[config.mk]
export PLATFORM = sky130hd
export DESIGN_NAME = chess_cursor_ctrl_flat
export DESIGN_NICKNAME = d
export VERILOG_FILES = /design/src/rtl/chess_pkg.sv /design/src/rtl/chess_cursor_ctrl_if.sv /design/src/rtl/chess_cursor_ctrl_debounce.sv /design/src/rtl/chess_cursor_ctrl.sv /design/src/flat_wrapper.sv
export SDC_FILE = /design/constraint.sdc
export NUM_CORES = 1
export LEC_CHECK = 0
export ABC_AREA = 1
export ABC_CLOCK_PERIOD_IN_PS = 2800
export CAP_MARGIN = 15
export CELL_PAD_IN_SITES_DETAIL_PLACEMENT = 0
export CELL_PAD_IN_SITES_GLOBAL_PLACEMENT = 1
export CORE_MARGIN = 2
export CORE_UTILIZATION = 48
export DETAILED_ROUTE_END_ITERATION = 8
export PLACE_DENSITY_LB_ADDON = 0.1
export SKIP_CTS_REPAIR_TIMING = 1
export SLEW_MARGIN = 20
export SYNTH_ARGS = -nofsm -noshare
export SYNTH_HDL_FRONTEND = slang
export SYNTH_SLANG_ARGS = --single-unit
[constraint.sdc]
create_clock -name clk -period 2.8 [get_ports clk]
set_input_delay 0.42 -clock clk [delete_from_list [all_inputs] [get_ports clk]]
set_output_delay 0.42 -clock clk [all_outputs]
set_load 0.005 [all_outputs]
[src/rtl/chess_pkg.sv]
// Shared board/cursor definitions for the cursor controller and the game-logic consumer.
package chess_pkg;

    typedef enum logic {
        S_PICK_FROM = 1'b0,
        S_PICK_TO   = 1'b1
    } state_t;

    localparam logic [3:0] BLANK_HEX = 4'hF;
    localparam int         SQ_W      = 6;

    typedef logic [SQ_W-1:0] square_t;

    // Bit positions of the buttons inside the debounced press vector
    localparam int BTN_UP    = 0;
    localparam int BTN_DOWN  = 1;
    localparam int BTN_LEFT  = 2;
    localparam int BTN_RIGHT = 3;
    localparam int BTN_SEL   = 4;
    localparam int BTN_NUM   = 5;

    function automatic square_t pack_sq(input logic [2:0] file, input logic [2:0] rank_idx);
        return {file, rank_idx};
    endfunction

    function automatic logic [2:0] sq_file(input square_t sq);
        return sq[5:3];
    endfunction

    function automatic logic [2:0] sq_rank(input square_t sq);
        return sq[2:0];
    endfunction

    // Rank index 0..7 to the 1..8 digit code expected by the rank decoder
    function automatic logic [3:0] rank_hex(input logic [2:0] rank_idx);
        return {1'b0, rank_idx} + 4'd1;
    endfunction

endpackage

[src/rtl/chess_cursor_ctrl_if.sv]
// Button inputs and display/move outputs of the chess cursor controller.
interface chess_cursor_ctrl_if;
    import chess_pkg::*;

    logic       btn_up;
    logic       btn_down;
    logic       btn_left;
    logic       btn_right;
    logic       btn_sel;
    logic [3:0] cur_file_hex;
    logic [3:0] cur_rank_hex;
    logic [3:0] from_file_hex;
    logic [3:0] from_rank_hex;
    logic       move_valid;
    square_t    move_from;
    square_t    move_to;
    logic       picking_to;

    modport master (
        output btn_up, btn_down, btn_left, btn_right, btn_sel,
        input  cur_file_hex, cur_rank_hex, from_file_hex, from_rank_hex,
        input  move_valid, move_from, move_to, picking_to
    );

    modport slave (
        input  btn_up, btn_down, btn_left, btn_right, btn_sel,
        output cur_file_hex, cur_rank_hex, from_file_hex, from_rank_hex,
        output move_valid, move_from, move_to, picking_to
    );

endinterface

[src/rtl/chess_cursor_ctrl_debounce.sv]
// btn_debounce: 2-flop synchroniser, stability counter and one-cycle press pulse for one raw button.
module btn_debounce #(
    parameter int DEBOUNCE_CYCLES = 250000
) (
    input  logic clk,
    input  logic rst,
    input  logic i_btn,
    output logic o_press
);

    localparam int             CNT_W    = (DEBOUNCE_CYCLES > 1) ? $clog2(DEBOUNCE_CYCLES) : 1;
    localparam logic [CNT_W-1:0] CNT_LAST = CNT_W'(DEBOUNCE_CYCLES - 1);

    logic             r_sync1;
    logic             r_sync2;
    logic             r_state;
    logic             r_state_d;
    logic             r_armed;
    logic [1:0]       r_settle;
    logic [CNT_W-1:0] r_cnt;

    always_ff @(posedge clk) begin
        if (rst) begin
            r_sync1   <= 1'b0;
            r_sync2   <= 1'b0;
            r_state   <= 1'b0;
            r_state_d <= 1'b0;
            r_armed   <= 1'b0;
            r_settle  <= 2'd0;
            r_cnt     <= '0;
        end else begin
            r_sync1   <= i_btn;
            r_sync2   <= r_sync1;
            r_state_d <= r_state;

            if (r_sync2 == r_state) begin
                r_cnt <= '0;
            end else if (r_cnt == CNT_LAST) begin
                r_cnt   <= '0;
                r_state <= r_sync2;
            end else begin
                r_cnt <= r_cnt + 1'b1;
            end

            // Once the synchroniser holds real samples, arm only after seeing the button released,
            // so a button held through reset cannot produce a press.
            if (r_settle != 2'd2) begin
                r_settle <= r_settle + 2'd1;
            end else if (!r_sync2 && !r_state) begin
                r_armed <= 1'b1;
            end
        end
    end

    assign o_press = r_state & ~r_state_d & r_armed;

endmodule

[src/rtl/chess_cursor_ctrl.sv]
// Chess board cursor and two-step from/to move selection driven by five debounced buttons.
// Optional build macro CURSOR_BLINK_EN blinks the cursor codes while picking the destination.
module chess_cursor_ctrl
    import chess_pkg::*;
#(
    parameter int DEBOUNCE_CYCLES = 250000,
    parameter int BLINK_HALF      = 12500000
) (
    input  logic            clk,
    input  logic            rst,
    chess_cursor_ctrl_if.slave bus
);

    if (DEBOUNCE_CYCLES < 1 || BLINK_HALF < 1) begin : g_bad_param
        $error("chess_cursor_ctrl: DEBOUNCE_CYCLES and BLINK_HALF must be >= 1");
    end

    logic [BTN_NUM-1:0] w_raw;
    logic [BTN_NUM-1:0] w_press;

    assign w_raw = {bus.btn_sel, bus.btn_right, bus.btn_left, bus.btn_down, bus.btn_up};

    genvar gi;
    generate
        for (gi = 0; gi < BTN_NUM; gi++) begin : g_btn
            btn_debounce #(
                .DEBOUNCE_CYCLES(DEBOUNCE_CYCLES)
            ) u_debounce (
                .clk     (clk),
                .rst     (rst),
                .i_btn   (w_raw[gi]),
                .o_press (w_press[gi])
            );
        end
    endgenerate

    logic w_up, w_down, w_left, w_right, w_sel;
    assign w_up    = w_press[BTN_UP];
    assign w_down  = w_press[BTN_DOWN];
    assign w_left  = w_press[BTN_LEFT];
    assign w_right = w_press[BTN_RIGHT];
    assign w_sel   = w_press[BTN_SEL];

    logic [2:0] r_file, r_rank;
    logic [2:0] w_file_next, w_rank_next;
    square_t    w_cur_sq;

    // Opposite presses on one axis cancel; 3-bit arithmetic gives the board wrap for free.
    always_comb begin
        w_file_next = r_file;
        w_rank_next = r_rank;
        if (w_right && !w_left) w_file_next = r_file + 3'd1;
        if (w_left && !w_right) w_file_next = r_file - 3'd1;
        if (w_up && !w_down)    w_rank_next = r_rank + 3'd1;
        if (w_down && !w_up)    w_rank_next = r_rank - 3'd1;
    end

    assign w_cur_sq = pack_sq(r_file, r_rank);

    always_ff @(posedge clk) begin
        if (rst) begin
            r_file <= 3'd0;
            r_rank <= 3'd0;
        end else begin
            r_file <= w_file_next;
            r_rank <= w_rank_next;
        end
    end

    state_t  r_state, w_state_next;
    square_t r_from, w_from_next;
    logic    r_move_valid, w_move_valid_next;
    square_t r_move_from, w_move_from_next;
    square_t r_move_to, w_move_to_next;

    always_ff @(posedge clk) begin
        if (rst) begin
            r_state <= S_PICK_FROM;
        end else begin
            r_state <= w_state_next;
        end
    end

    always_comb begin
        w_state_next = r_state;
        case (r_state)
            S_PICK_FROM: if (w_sel) w_state_next = S_PICK_TO;
            S_PICK_TO:   if (w_sel) w_state_next = S_PICK_FROM;
            default:     w_state_next = S_PICK_FROM;
        endcase
    end

    // Selections always use the cursor as it was before any coincident move press.
    always_comb begin
        w_from_next       = r_from;
        w_move_valid_next = 1'b0;
        w_move_from_next  = r_move_from;
        w_move_to_next    = r_move_to;
        case (r_state)
            S_PICK_FROM: begin
                if (w_sel) w_from_next = w_cur_sq;
            end
            S_PICK_TO: begin
                if (w_sel && (w_cur_sq != r_from)) begin
                    w_move_valid_next = 1'b1;
                    w_move_from_next  = r_from;
                    w_move_to_next    = w_cur_sq;
                end
            end
            default: ;
        endcase
    end

    logic w_show;

`ifdef CURSOR_BLINK_EN
    localparam int               BLINK_W    = (BLINK_HALF > 1) ? $clog2(BLINK_HALF) : 1;
    localparam logic [BLINK_W-1:0] BLINK_LAST = BLINK_W'(BLINK_HALF - 1);

    logic [BLINK_W-1:0] r_blink_cnt, w_blink_cnt_next;
    logic               r_blink_on, w_blink_on_next;

    // Counter runs only while staying in S_PICK_TO; entering it restarts in the on phase.
    always_comb begin
        w_blink_cnt_next = '0;
        w_blink_on_next  = 1'b1;
        if (r_state == S_PICK_TO && w_state_next == S_PICK_TO) begin
            if (r_blink_cnt == BLINK_LAST) begin
                w_blink_on_next = ~r_blink_on;
            end else begin
                w_blink_cnt_next = r_blink_cnt + 1'b1;
                w_blink_on_next  = r_blink_on;
            end
        end
    end

    always_ff @(posedge clk) begin
        if (rst) begin
            r_blink_cnt <= '0;
            r_blink_on  <= 1'b1;
        end else begin
            r_blink_cnt <= w_blink_cnt_next;
            r_blink_on  <= w_blink_on_next;
        end
    end

    assign w_show = w_blink_on_next;
`else
    assign w_show = 1'b1;
`endif

    logic [3:0] r_cur_file_hex, r_cur_rank_hex;
    logic [3:0] r_from_file_hex, r_from_rank_hex;
    logic       r_picking_to;

    always_ff @(posedge clk) begin
        if (rst) begin
            r_from          <= '0;
            r_move_valid    <= 1'b0;
            r_move_from     <= '0;
            r_move_to       <= '0;
            r_cur_file_hex  <= 4'd0;
            r_cur_rank_hex  <= 4'd1;
            r_from_file_hex <= BLANK_HEX;
            r_from_rank_hex <= BLANK_HEX;
            r_picking_to    <= 1'b0;
        end else begin
            r_from         <= w_from_next;
            r_move_valid   <= w_move_valid_next;
            r_move_from    <= w_move_from_next;
            r_move_to      <= w_move_to_next;
            r_cur_file_hex <= w_show ? {1'b0, w_file_next} : BLANK_HEX;
            r_cur_rank_hex <= w_show ? rank_hex(w_rank_next) : BLANK_HEX;
            r_picking_to   <= (w_state_next == S_PICK_TO);
            if (w_state_next == S_PICK_TO) begin
                r_from_file_hex <= {1'b0, sq_file(w_from_next)};
                r_from_rank_hex <= rank_hex(sq_rank(w_from_next));
            end else begin
                r_from_file_hex <= BLANK_HEX;
                r_from_rank_hex <= BLANK_HEX;
            end
        end
    end

    assign bus.cur_file_hex  = r_cur_file_hex;
    assign bus.cur_rank_hex  = r_cur_rank_hex;
    assign bus.from_file_hex = r_from_file_hex;
    assign bus.from_rank_hex = r_from_rank_hex;
    assign bus.move_valid    = r_move_valid;
    assign bus.move_from     = r_move_from;
    assign bus.move_to       = r_move_to;
    assign bus.picking_to    = r_picking_to;

endmodule

[src/flat_wrapper.sv]
// flat-port wrapper written by rule: the top's interface ports become plain ports
module chess_cursor_ctrl_flat import chess_pkg::*;
#(
    parameter int DEBOUNCE_CYCLES = 250000,
    parameter int BLINK_HALF      = 12500000
)
  (clk, rst, bus_btn_up, bus_btn_down, bus_btn_left, bus_btn_right, bus_btn_sel, bus_cur_file_hex, bus_cur_rank_hex, bus_from_file_hex, bus_from_rank_hex, bus_move_valid, bus_move_from, bus_move_to, bus_picking_to);
  chess_cursor_ctrl_if bus_i ();
  input  logic clk;
  input  logic rst;
  input wire logic [$bits(bus_i.btn_up)-1:0] bus_btn_up;
  input wire logic [$bits(bus_i.btn_down)-1:0] bus_btn_down;
  input wire logic [$bits(bus_i.btn_left)-1:0] bus_btn_left;
  input wire logic [$bits(bus_i.btn_right)-1:0] bus_btn_right;
  input wire logic [$bits(bus_i.btn_sel)-1:0] bus_btn_sel;
  output wire logic [$bits(bus_i.cur_file_hex)-1:0] bus_cur_file_hex;
  output wire logic [$bits(bus_i.cur_rank_hex)-1:0] bus_cur_rank_hex;
  output wire logic [$bits(bus_i.from_file_hex)-1:0] bus_from_file_hex;
  output wire logic [$bits(bus_i.from_rank_hex)-1:0] bus_from_rank_hex;
  output wire logic [$bits(bus_i.move_valid)-1:0] bus_move_valid;
  output wire logic [$bits(bus_i.move_from)-1:0] bus_move_from;
  output wire logic [$bits(bus_i.move_to)-1:0] bus_move_to;
  output wire logic [$bits(bus_i.picking_to)-1:0] bus_picking_to;
  assign bus_i.btn_up = bus_btn_up;
  assign bus_i.btn_down = bus_btn_down;
  assign bus_i.btn_left = bus_btn_left;
  assign bus_i.btn_right = bus_btn_right;
  assign bus_i.btn_sel = bus_btn_sel;
  assign bus_cur_file_hex = bus_i.cur_file_hex;
  assign bus_cur_rank_hex = bus_i.cur_rank_hex;
  assign bus_from_file_hex = bus_i.from_file_hex;
  assign bus_from_rank_hex = bus_i.from_rank_hex;
  assign bus_move_valid = bus_i.move_valid;
  assign bus_move_from = bus_i.move_from;
  assign bus_move_to = bus_i.move_to;
  assign bus_picking_to = bus_i.picking_to;
  chess_cursor_ctrl #(.DEBOUNCE_CYCLES(DEBOUNCE_CYCLES), .BLINK_HALF(BLINK_HALF)) u_core (.clk(clk), .rst(rst), .bus(bus_i));
endmodule
==> results.json <==
{
  "synth_area_um2": 7530,
  "vias": 5965,
  "met2WireLength_mm": 6.55,
  "grt-ovfl-total": 0,
  "root_buffer": "clkbuf_16",
  "wl_met1_mm": 6.89,
  "ys_types": 42,
  "syn_to_final_growth_pct": 14.9,
  "worst_ep_arrival_time_ns": 1.51,
  "post-route-period-util_pct": 69.0,
  "topRoutingLayerUsed": "met4",
  "cp_num_buf_inv": 1,
  "cts_sinks": 163,
  "grt_pass1_vias": 5664,
  "place_ws_ns": 0.780,
  "fin_tns_setup_ns": 0,
  "layout_common_cells": "173 x nand2_1, 163 x dfxtp_1, 150 x nor2_1",
  "crit_path_start_kind": "flop",
  "tightest_slew_ns": 0.601,
  "fin_skew_ns": 0.00529,
  "crit_path_max_incr_delay_ns": 0.57,
  "dieWidth_um": 129,
  "nets": 1055,
  "final_common_cell": "nand2_1",
  "finalSetupViolations": 0,
  "fin_crit_ns": 1.93,
  "ir_drop_uv": 427,
  "ys_warn_count": 0,
  "reg2reg_depth": 6,
  "hold_violations": 0,
  "dr.pass1.iters": 6,
  "slew_headroom_pct": 59.8,
  "die_y_um": 129,
  "hold_slack_ns": 0.401,
  "clockBufferDepth": 2,
  "portBuffers": 35,
  "start_util_pct": 49.4,
  "fin_total_pwr_mw": 5.23,
  "drt_iter0_markers": 260,
  "fmax_ghz": 0.518,
  "htreeDepth": 4,
  "wl_per_cell_um": 11.2,
  "cp_cell_sequence": "clkdlybuf4s50_1",
  "cts_tree": "yes",
  "grt_max_degree": 35,
  "post_route_cells_drive_above_1_share_pct": 10.1,
  "rr_endpoint": "u_core.bus.from_rank_hex[1]$_SDFF_PP1_",
  "ys_ff_latch": 163,
  "antenna_found_initial": 0,
  "critPathMaxFanout": 7,
  "wirelength_mm": 14.0,
  "hold_start": "u_core.g_btn[1].u_debounce.r_sync1$_SDFF_PP0_",
  "grt_pass1_wl_mm": 25.0,
  "timing.rr.start": "u_core.g_btn[4].u_debounce.r_armed$_SDFFE_PP0P_",
  "holdPathStages": 2,
  "dpl.hpwl_mm": 9.97,
  "n_antenna_cell": 0,
  "die_area_um2": 16700,
  "status": "completed",
  "final_util_pct": 56.7,
  "endpoint_kind": "output pin",
  "whs_endpoint": "u_core.g_btn[1].u_debounce.r_sync2$_SDFF_PP0_",
  "clk_pin_slew_ns": 0.06,
  "wl_met3_um": 396,
  "track_usage_pct": 18.3,
  "drv_slew": 0,
  "cts_buffers": 17,
  "drc": 0,
  "slowest_stage": "clkdlybuf4s50_1",
  "fin_ws_ns": 0.868,
  "critical_path.top_delay_family": "buffers and inverters",
  "power_density_nw_per_um2": 604,
  "crit_type": "reg -> out",
  "ant_nets": 0,
  "p_leak_nw": 3.06,
  "synth_cells": 991,
  "yosysSeqAreaShare_pct": 43.3,
  "gp_congestion": 0.770,
  "rsz0062_at_grt": "no",
  "reg2reg_slack_ns": 0.95,
  "required_ns": 2.38,
  "hp-class": "reg -> reg",
  "clk_latency_ns": 0.42,
  "avgViaCountPerCell": 4.76,
  "io_pins": 37,
  "postSynthAreaPerCell_um2": 7.60,
  "maxCapViolCount": 0,
  "num_rows": 45,
  "coreArea_um2": 15300,
  "synth_nets": 1018
}
==> through the flow <==
step	std cells	instance area, µm²
2_1_floorplan	991	7530
3_3_place_gp	1220	8000
3_5_place_dp	1220	8000
4_1_cts	1252	8650
5_1_grt	1252	8650
6_report	1252	8650
==> cells in the mapped netlist (all sizes together) <==
cell type  count  area share (%)
clkbuf         1           0.050
a21oi         71             5.0
nor4           1           0.083
nand3b         8            0.80
nand2        186             9.8
and2           1           0.083
inv          142             7.1
buf           17             2.0
ha            19             3.2
nand3         69             5.4
dfxtp        163              43
nor3          37             3.5
xor2          27             3.1
nand4         21             1.7
nor2         165             9.2
o21a           1            0.10
fa             1            0.27
or2            7            0.58
xnor2          8            0.93
nor3b          7            0.83
o21ai         37             2.7
conb           1           0.050
a31o           1            0.12
==> final cells by class <==
class | instances | area [µm²]
fill | 1510 | 6610
timing repair buffer | 36 | 358
clock buffer | 18 | 429
inverter | 142 | 533
sequential | 163 | 3260
clock inverter | 14 | 225
tap | 211 | 264
multi-input combinational | 668 | 3580
==> metal layers <==
layer | GRT usage (%) | vias up
met4 | 5.56 | 0
met5 | 0 | -
met2 | 30.9 | 47
met1 | 23.2 | 2677
li1 | - | 3228
met3 | 4.46 | 13
==> where the power goes <==
part / internal [mW] / switching, mW / total, mW
clock: 1.60 / 0.969 / 2.57
sequential: 2.40 / 0.0404 / 2.44
combinational: 0.0878 / 0.132 / 0.220
==> registers in the layout, indices dropped and copies added, names as in the netlist <==
signal                             cells
u_core.g_btn.u_debounce.r_state        5
u_core.bus.cur_rank_hex                4
u_core.r_file                          3
u_core.g_btn.u_debounce.r_state_d      5
u_core.r_state                         1
u_core.g_btn.u_debounce.r_settle      10
u_core.bus.from_rank_hex               4
u_core.bus.move_to                     6
u_core.bus.from_file_hex               4
u_core.g_btn.u_debounce.r_sync1        5
u_core.r_from                          6
u_core.g_btn.u_debounce.r_armed        5
u_core.g_btn.u_debounce.r_cnt         90
u_core.bus.move_from                   6
u_core.bus.move_valid                  1
u_core.r_rank                          3
u_core.g_btn.u_debounce.r_sync2        5
==> cell families (layout without fill, tap and decap cells) <==
kind of cell	count (synthesis)	count (layout)	share of synthesized area, %
AO/OA/AOI/OAI	110	110	7.89
XOR/XNOR	35	35	4.07
adder cells (fa/ha/maj)	20	20	3.42
buffers and inverters	160	210	9.14
flip-flops	163	163	43.3
other	1	1	0.0498
AND/OR/NAND/NOR	502	502	32.1
==> how the worst max path moves through the flow <==
stage	startpoint	end	slack (ns)	cells past startpoint
2_1_floorplan	u_core.g_btn[4].u_debounce.r_armed$_SDFFE_PP0P_	u_core.bus.from_rank_hex[1]$_SDFF_PP1_	1.21	8
3_3_place_gp	rst	u_core.g_btn[4].u_debounce.r_cnt[14]$_SDFF_PP0_	0.82	7
3_5_place_dp	rst	u_core.bus.from_rank_hex[1]$_SDFF_PP1_	0.78	4
4_1_cts	u_core.r_file[0]$_SDFFE_PP0P_	bus_cur_file_hex[0]	0.82	1
5_1_grt	u_core.r_file[0]$_SDFFE_PP0P_	bus_cur_file_hex[0]	0.78	1
6_report	u_core.r_file[0]$_SDFFE_PP0P_	bus_cur_file_hex[0]	0.87	1
(Power assumes the default switching activity.)
